[src/rtl/pipe_pkg.sv]
// Shared pipeline widths, bubble constants and the ID/EX per-edge action selector.
// The action priority lives here so every stage resolves hold/flush/hazard the same way.
package pipe_pkg;

  localparam int XLEN      = 32;
  localparam int ALUOP_W   = 4;
  localparam int REG_IDX_W = 5;

  localparam logic [REG_IDX_W-1:0] REG_ZERO = '0;

  typedef struct packed {
    logic valid;
    logic write_reg;
    logic mem_read;
    logic mem_write;
    logic branch;
  } ex_ctrl_t;

  localparam ex_ctrl_t BUBBLE_CTRL = '{
    valid:     1'b0,
    write_reg: 1'b0,
    mem_read:  1'b0,
    mem_write: 1'b0,
    branch:    1'b0
  };

  typedef enum logic [1:0] {
    ACT_ADVANCE  = 2'd0,
    ACT_LOAD_USE = 2'd1,
    ACT_FLUSH    = 2'd2,
    ACT_HOLD     = 2'd3
  } ex_action_t;

  // A memory stall freezes everything, so a flush or hazard seen during it is re-evaluated later.
  function automatic ex_action_t select_action(input logic stall,
                                               input logic flush,
                                               input logic hazard);
    if (stall) begin
      return ACT_HOLD;
    end
    if (flush) begin
      return ACT_FLUSH;
    end
    if (hazard) begin
      return ACT_LOAD_USE;
    end
    return ACT_ADVANCE;
  endfunction

endpackage

[src/rtl/hazard_detect.sv]
// Load-use hazard detector: the load in EX writes a register the ID instruction reads.
// Purely combinational, zero latency; x0 is never a hazard since it is hard-wired to zero.
module hazard_detect
  import pipe_pkg::*;
(
  input  logic                 ex_valid,
  input  logic                 ex_mem_read,
  input  logic [REG_IDX_W-1:0] ex_rd,
  input  logic                 id_valid,
  input  logic                 id_use_rs1,
  input  logic [REG_IDX_W-1:0] id_rs1,
  input  logic                 id_use_rs2,
  input  logic [REG_IDX_W-1:0] id_rs2,
  output logic                 load_use
);

  logic rs1_hit;
  logic rs2_hit;
  logic ex_is_load;

  assign ex_is_load = ex_valid & ex_mem_read & (ex_rd != REG_ZERO);
  assign rs1_hit    = id_use_rs1 & (id_rs1 == ex_rd);
  assign rs2_hit    = id_use_rs2 & (id_rs2 == ex_rd);
  assign load_use   = ex_is_load & id_valid & (rs1_hit | rs2_hit);

endmodule

[src/rtl/id_ex_stage.sv]
// ID/EX pipeline register with load-use stall, branch flush and memory-stall freeze; ID->EX 1 cycle.
// mem_stall holds EX and front end; optional event counters when ID_EX_PERF_EN is defined.
module id_ex_stage
  import pipe_pkg::*;
#(
  parameter int XLEN    = pipe_pkg::XLEN,
  parameter int ALUOP_W = pipe_pkg::ALUOP_W
) (
  input  logic                 clk,
  input  logic                 rst_n,

  input  logic                 id_valid,
  input  logic [XLEN-1:0]      id_pc,
  input  logic [XLEN-1:0]      id_rs1_data,
  input  logic [XLEN-1:0]      id_rs2_data,
  input  logic [XLEN-1:0]      id_imm,
  input  logic [REG_IDX_W-1:0] id_rs1,
  input  logic [REG_IDX_W-1:0] id_rs2,
  input  logic [REG_IDX_W-1:0] id_rd,
  input  logic                 id_use_rs1,
  input  logic                 id_use_rs2,
  input  logic                 id_writeReg,
  input  logic                 id_memRead,
  input  logic                 id_memWrite,
  input  logic                 id_branch,
  input  logic [ALUOP_W-1:0]   id_aluOp,

  input  logic                 ex_flush,
  input  logic                 mem_stall,

  output logic                 ex_valid,
  output logic [XLEN-1:0]      ex_pc,
  output logic [XLEN-1:0]      ex_rs1_data,
  output logic [XLEN-1:0]      ex_rs2_data,
  output logic [XLEN-1:0]      ex_imm,
  output logic [REG_IDX_W-1:0] ex_rs1,
  output logic [REG_IDX_W-1:0] ex_rs2,
  output logic [REG_IDX_W-1:0] ex_rd,
  output logic                 ex_writeReg,
  output logic                 ex_memRead,
  output logic                 ex_memWrite,
  output logic                 ex_branch,
  output logic [ALUOP_W-1:0]   ex_aluOp,

  output logic                 pc_hold,
  output logic                 ifid_hold,
  output logic                 ifid_flush
`ifdef ID_EX_PERF_EN
  ,
  output logic [31:0]          load_use_cnt,
  output logic [31:0]          flush_cnt
`endif
);

  ex_ctrl_t               ctrl_q,      ctrl_d;
  logic [XLEN-1:0]        pc_q,        pc_d;
  logic [XLEN-1:0]        rs1_data_q,  rs1_data_d;
  logic [XLEN-1:0]        rs2_data_q,  rs2_data_d;
  logic [XLEN-1:0]        imm_q,       imm_d;
  logic [REG_IDX_W-1:0]   rs1_q,       rs1_d;
  logic [REG_IDX_W-1:0]   rs2_q,       rs2_d;
  logic [REG_IDX_W-1:0]   rd_q,        rd_d;
  logic [ALUOP_W-1:0]     alu_op_q,    alu_op_d;

  logic       load_use;
  ex_action_t action;
  logic       front_stall;
  logic       front_flush;

  hazard_detect u_hazard_detect (
    .ex_valid    (ctrl_q.valid),
    .ex_mem_read (ctrl_q.mem_read),
    .ex_rd       (rd_q),
    .id_valid    (id_valid),
    .id_use_rs1  (id_use_rs1),
    .id_rs1      (id_rs1),
    .id_use_rs2  (id_use_rs2),
    .id_rs2      (id_rs2),
    .load_use    (load_use)
  );

  assign action = select_action(mem_stall, ex_flush, load_use);

  // Next EX contents default to a bubble; only hold and a valid advance override that.
  always_comb begin
    ctrl_d      = BUBBLE_CTRL;
    pc_d        = '0;
    rs1_data_d  = '0;
    rs2_data_d  = '0;
    imm_d       = '0;
    rs1_d       = REG_ZERO;
    rs2_d       = REG_ZERO;
    rd_d        = REG_ZERO;
    alu_op_d    = '0;
    front_stall = 1'b0;
    front_flush = 1'b0;

    case (action)
      ACT_HOLD: begin
        ctrl_d      = ctrl_q;
        pc_d        = pc_q;
        rs1_data_d  = rs1_data_q;
        rs2_data_d  = rs2_data_q;
        imm_d       = imm_q;
        rs1_d       = rs1_q;
        rs2_d       = rs2_q;
        rd_d        = rd_q;
        alu_op_d    = alu_op_q;
        front_stall = 1'b1;
      end
      ACT_FLUSH: begin
        front_flush = 1'b1;
      end
      ACT_LOAD_USE: begin
        front_stall = 1'b1;
      end
      default: begin
        if (id_valid) begin
          ctrl_d.valid     = 1'b1;
          ctrl_d.write_reg = id_writeReg;
          ctrl_d.mem_read  = id_memRead;
          ctrl_d.mem_write = id_memWrite;
          ctrl_d.branch    = id_branch;
          pc_d             = id_pc;
          rs1_data_d       = id_rs1_data;
          rs2_data_d       = id_rs2_data;
          imm_d            = id_imm;
          rs1_d            = id_rs1;
          rs2_d            = id_rs2;
          rd_d             = id_rd;
          alu_op_d         = id_aluOp;
        end
      end
    endcase
  end

  always_ff @(posedge clk or negedge rst_n) begin
    if (!rst_n) begin
      ctrl_q     <= BUBBLE_CTRL;
      pc_q       <= '0;
      rs1_data_q <= '0;
      rs2_data_q <= '0;
      imm_q      <= '0;
      rs1_q      <= REG_ZERO;
      rs2_q      <= REG_ZERO;
      rd_q       <= REG_ZERO;
      alu_op_q   <= '0;
    end else begin
      ctrl_q     <= ctrl_d;
      pc_q       <= pc_d;
      rs1_data_q <= rs1_data_d;
      rs2_data_q <= rs2_data_d;
      imm_q      <= imm_d;
      rs1_q      <= rs1_d;
      rs2_q      <= rs2_d;
      rd_q       <= rd_d;
      alu_op_q   <= alu_op_d;
    end
  end

  // Front-end controls stay quiet while reset is asserted, even if mem_stall is high.
  assign pc_hold    = front_stall & rst_n;
  assign ifid_hold  = front_stall & rst_n;
  assign ifid_flush = front_flush & rst_n;

  assign ex_valid    = ctrl_q.valid;
  assign ex_writeReg = ctrl_q.write_reg;
  assign ex_memRead  = ctrl_q.mem_read;
  assign ex_memWrite = ctrl_q.mem_write;
  assign ex_branch   = ctrl_q.branch;
  assign ex_pc       = pc_q;
  assign ex_rs1_data = rs1_data_q;
  assign ex_rs2_data = rs2_data_q;
  assign ex_imm      = imm_q;
  assign ex_rs1      = rs1_q;
  assign ex_rs2      = rs2_q;
  assign ex_rd       = rd_q;
  assign ex_aluOp    = alu_op_q;

`ifdef ID_EX_PERF_EN
  logic [31:0] load_use_cnt_q, load_use_cnt_d;
  logic [31:0] flush_cnt_q,    flush_cnt_d;

  always_comb begin
    load_use_cnt_d = load_use_cnt_q;
    flush_cnt_d    = flush_cnt_q;
    if (action == ACT_LOAD_USE) begin
      load_use_cnt_d = load_use_cnt_q + 32'd1;
    end
    if (action == ACT_FLUSH) begin
      flush_cnt_d = flush_cnt_q + 32'd1;
    end
  end

  always_ff @(posedge clk or negedge rst_n) begin
    if (!rst_n) begin
      load_use_cnt_q <= '0;
      flush_cnt_q    <= '0;
    end else begin
      load_use_cnt_q <= load_use_cnt_d;
      flush_cnt_q    <= flush_cnt_d;
    end
  end

  assign load_use_cnt = load_use_cnt_q;
  assign flush_cnt    = flush_cnt_q;
`endif

endmodule

[config.mk]
export PLATFORM = sky130hd
export DESIGN_NAME = id_ex_stage
export DESIGN_NICKNAME = d
export VERILOG_FILES = /design/src/rtl/pipe_pkg.sv /design/src/rtl/hazard_detect.sv /design/src/rtl/id_ex_stage.sv
export SDC_FILE = /design/constraint.sdc
export NUM_CORES = 1
export LEC_CHECK = 0
export CORE_ASPECT_RATIO = 1.4
export CORE_MARGIN = 4
export CORE_UTILIZATION = 41
export DETAILED_ROUTE_END_ITERATION = 6
export PLACE_DENSITY = 0.85
export RECOVER_POWER = 50
export SLEW_MARGIN = 20
export SYNTH_ARGS = -nofsm -noshare
export SYNTH_HDL_FRONTEND = slang
export SYNTH_SLANG_ARGS = --single-unit
[constraint.sdc]
create_clock -name clk -period 5.7 [get_ports clk]
set_clock_uncertainty 0.1 [all_clocks]
set_input_delay 1.14 -clock clk [delete_from_list [all_inputs] [get_ports clk]]
set_output_delay 1.14 -clock clk [all_outputs]
set_load 0.01 [all_outputs]
==> impl_metrics.csv <==
group,metric,value,unit
logic_synthesis,synth_edf_count,0,
clock_network,htreeDepth,4,
logic_synthesis,synthFlopType,"dfrtp_1",
clock_network,clkTransAtPathRegs,0.06,ns
global_routing,overflow,0,
timing,min_period_over_period,80.4,%
clock_network,cts_tree,"yes",
clock_network,cts-root-buf,"clkbuf_16",
floorplan,core,13300,µm²
clock_network,cts_made_buffers,17,
global_routing,met3_usage,7.23,%
logic_synthesis,syn-num-nets,527,
final_layout,drive_gt1_share,5.74,%
worst_setup_path,critPathCaptureType,"output port",
status,status,"finished with violations",
worst_setup_path,critPathLaunchType,"input port",
floorplan,fp.dieH,146,µm
power,vdd_drop_max,0.000178,V
worst_setup_path,path_max_fanout,3,
detailed_routing,vias_per_cell,5.23,
floorplan,ios,313,
timing,period_minus_slack,4.58,ns
min_path,hold_path.class,"reg2reg",
detailed_routing,num_vias,4504,
clock_network,clk_latency,0.40,ns
logic_synthesis,ys_seq_area_share,68.3,%
worst_setup_path,arrival,3.34,ns
global_routing,top_usage_layer,"met2",
global_routing,grt_start_max_net_pins,121,
timing,setup_tns,0,ns
placed_design,port_buffers,312,
placed_design,place_hpwl,13.5,mm
clock_network,cts_resized,0,
logic_synthesis,ys_warn_count,0,
timing,rsz0062_at_grt,"no",
logic_synthesis,synth_cell_types,21,
detailed_routing,drt_first_pass_iters,4,
status,violations,"max-capacitance violations, max-slew violations",
timing,worstMarginPinSlew,1.98,ns
logic_synthesis,synth_area,5570,µm²
flow_run,max_cap_viol_count,1,
timing,hold_viol_final,0,
clock_network,clock-sinks,152,
floorplan,num_rows,50,
placed_design,place_inst,830,
timing,slew_headroom,-32.2,%
logic_synthesis,syn_avg_cell_area,15.2,µm²
global_routing,antenna_found_initial,0,
final_layout,fin_area,9380,µm²
final_layout,finalNetCount,827,
worst_setup_path,critPathKind,"in2out",
timing,hold-worst-slack,0.402,ns
clock_network,post_cts_buffers,0,
timing,setup_viol,0,
detailed_routing,routed_wl,18.1,mm
timing,final_max_slew_viol_count,83,
power,fin_total_pwr,2.84,mW
placed_design,gp_congestion,0.834,
worst_setup_path,cp.required,4.46,ns
detailed_routing,drc,0,
power,power.density,303,nW/µm²
floorplan,start_util,41.8,%
global_routing,grt_pass1_wl,28.4,mm
timing,clock.fmax,0.218,GHz
power,leakagePower,4.35,nW
final_layout,instances_no_fill,862,
clock_network,cts.hold.buffers_added,0,
logic_synthesis,synthArstFlopShare,100,%
floorplan,die_w,106,µm
logic_synthesis,synthesis.instances,367,
logic_synthesis,ys_seq_elements,152,
floorplan,fp.dieArea,15500,µm²
placed_design,dpl_cell_area,8760,µm²
final_layout,diodes,0,
global_routing,grt_pass1_vias,4997,
global_routing,grt_usage,23.6,%
final_layout,area_growth,68.6,%
final_layout,final_common_cell,"clkdlybuf4s50_1",
detailed_routing,first_iter_violations,169,
clock_network,cts_buffer_depth,2,
detailed_routing,routedWlPerCell,21.0,µm
final_layout,layout_common_cells,"234 x clkdlybuf4s50_1, 152 x dfrtp_1, 151 x a22o_1, 77 x dlygate4sd3_1, 17 x clkbuf_16",
global_routing,use_met1,26.7,%
detailed_routing,ant_nets,0,
global_routing,grtUsageMet2,40.2,%
## cell families (layout without fill, tap and decap cells)
| group | Yosys count | in the layout | synth area share, % |
|---|---|---|---|
| and+or+nand+nor | 11 | 11 | 1.24 |
| xor gates and xnor gates | 10 | 10 | 1.57 |
| DFF | 152 | 152 | 68.3 |
| AOI/OAI and AO/OA | 157 | 157 | 24.5 |
| buffers and inverters | 35 | 348 | 3.91 |
| adders and majority gates | 2 | 2 | 0.450 |
## layout make-up
type                            count  area, µm²
Tap cell                          182        228
Clock inverter                     13        193
Fill cell                         931       3940
Multi-Input combinational cell    180       1560
Timing Repair Buffer              316       3160
Clock buffer                       19        433
Sequential cell                   152       3800
## flip-flops by register name (all words and copies together), names as in the netlist, 4 cells and up
register / cells
ex_aluOp: 4
ex_rs1: 5
ex_rd: 5
ex_rs1_data: 32
ex_pc: 32
ex_imm: 32
ex_rs2_data: 32
ex_rs2: 5
## worst paths after layout
path	to	from	slack (ns)	cells after the start
max	ifid_flush	id_rs1[4]	1.12	8
max in group asynchronous	ex_branch	rst_n	2.49	2
min in group asynchronous	ex_imm[15]	rst_n	0.63	1
min reg2reg	ex_rs1_data[26]	ex_rs1_data[26]	0.40	1
min	ex_rs1_data[26]	ex_rs1_data[26]	0.40	1
max reg2reg	ex_rs2_data[16]	ex_rd[4]	2.55	8
## metal layers
layer	vias to the layer above	wire, µm
met5	-	0
met4	0	684
met3	45	1390
met2	250	9270
met1	2187	6750
li1	2022	-
## metrics by stage
| step | setup slack [ns] | util (%) |
|---|---|---|
| 3_5_place_dp | 1.13 | 65.7 |
| 6_report | 1.12 | 70.4 |
| 2_1_floorplan | 2.46 | - |
| 5_1_grt | 1.02 | 70.4 |
| 3_3_place_gp | 1.24 | 65.7 |
| 4_1_cts | 1.11 | 70.4 |
## synthesized netlist by cell type, types with 2 or more instances
library cell	count	area, µm²
buf_2	9	45.0
clkbuf_1	13	48.8
and2_1	2	12.5
nand4_1	2	12.5
a21o_1	2	15.0
buf_1	2	7.51
dfrtp_1	152	3800
buf_4	2	15.0
xnor2_1	10	87.6
a22o_1	151	1320
ha_1	2	25.0
buf_6	9	101
a21oi_1	2	10.0
nand2_1	2	7.51
## worst max-delay path: stages
cell	delay, ns
clkdlybuf4s50_1	0.51
xnor2_1	0.16
nand4_1	0.16
o22ai_1	0.41
a21oi_1	0.13
ha_1	0.19
and2_1	0.14
clkdlybuf4s50_1	0.49
## power by group
part	leakage (nW)	internal (mW)	total, mW	switching (mW)
combinational	2.02	0.272	0.459	0.186
clock	0.287	0.738	1.18	0.446
sequential	2.05	1.15	1.20	0.0485
total	4.35	2.16	2.84	0.681
No activity file was read; power rests on OpenSTA's default activity.
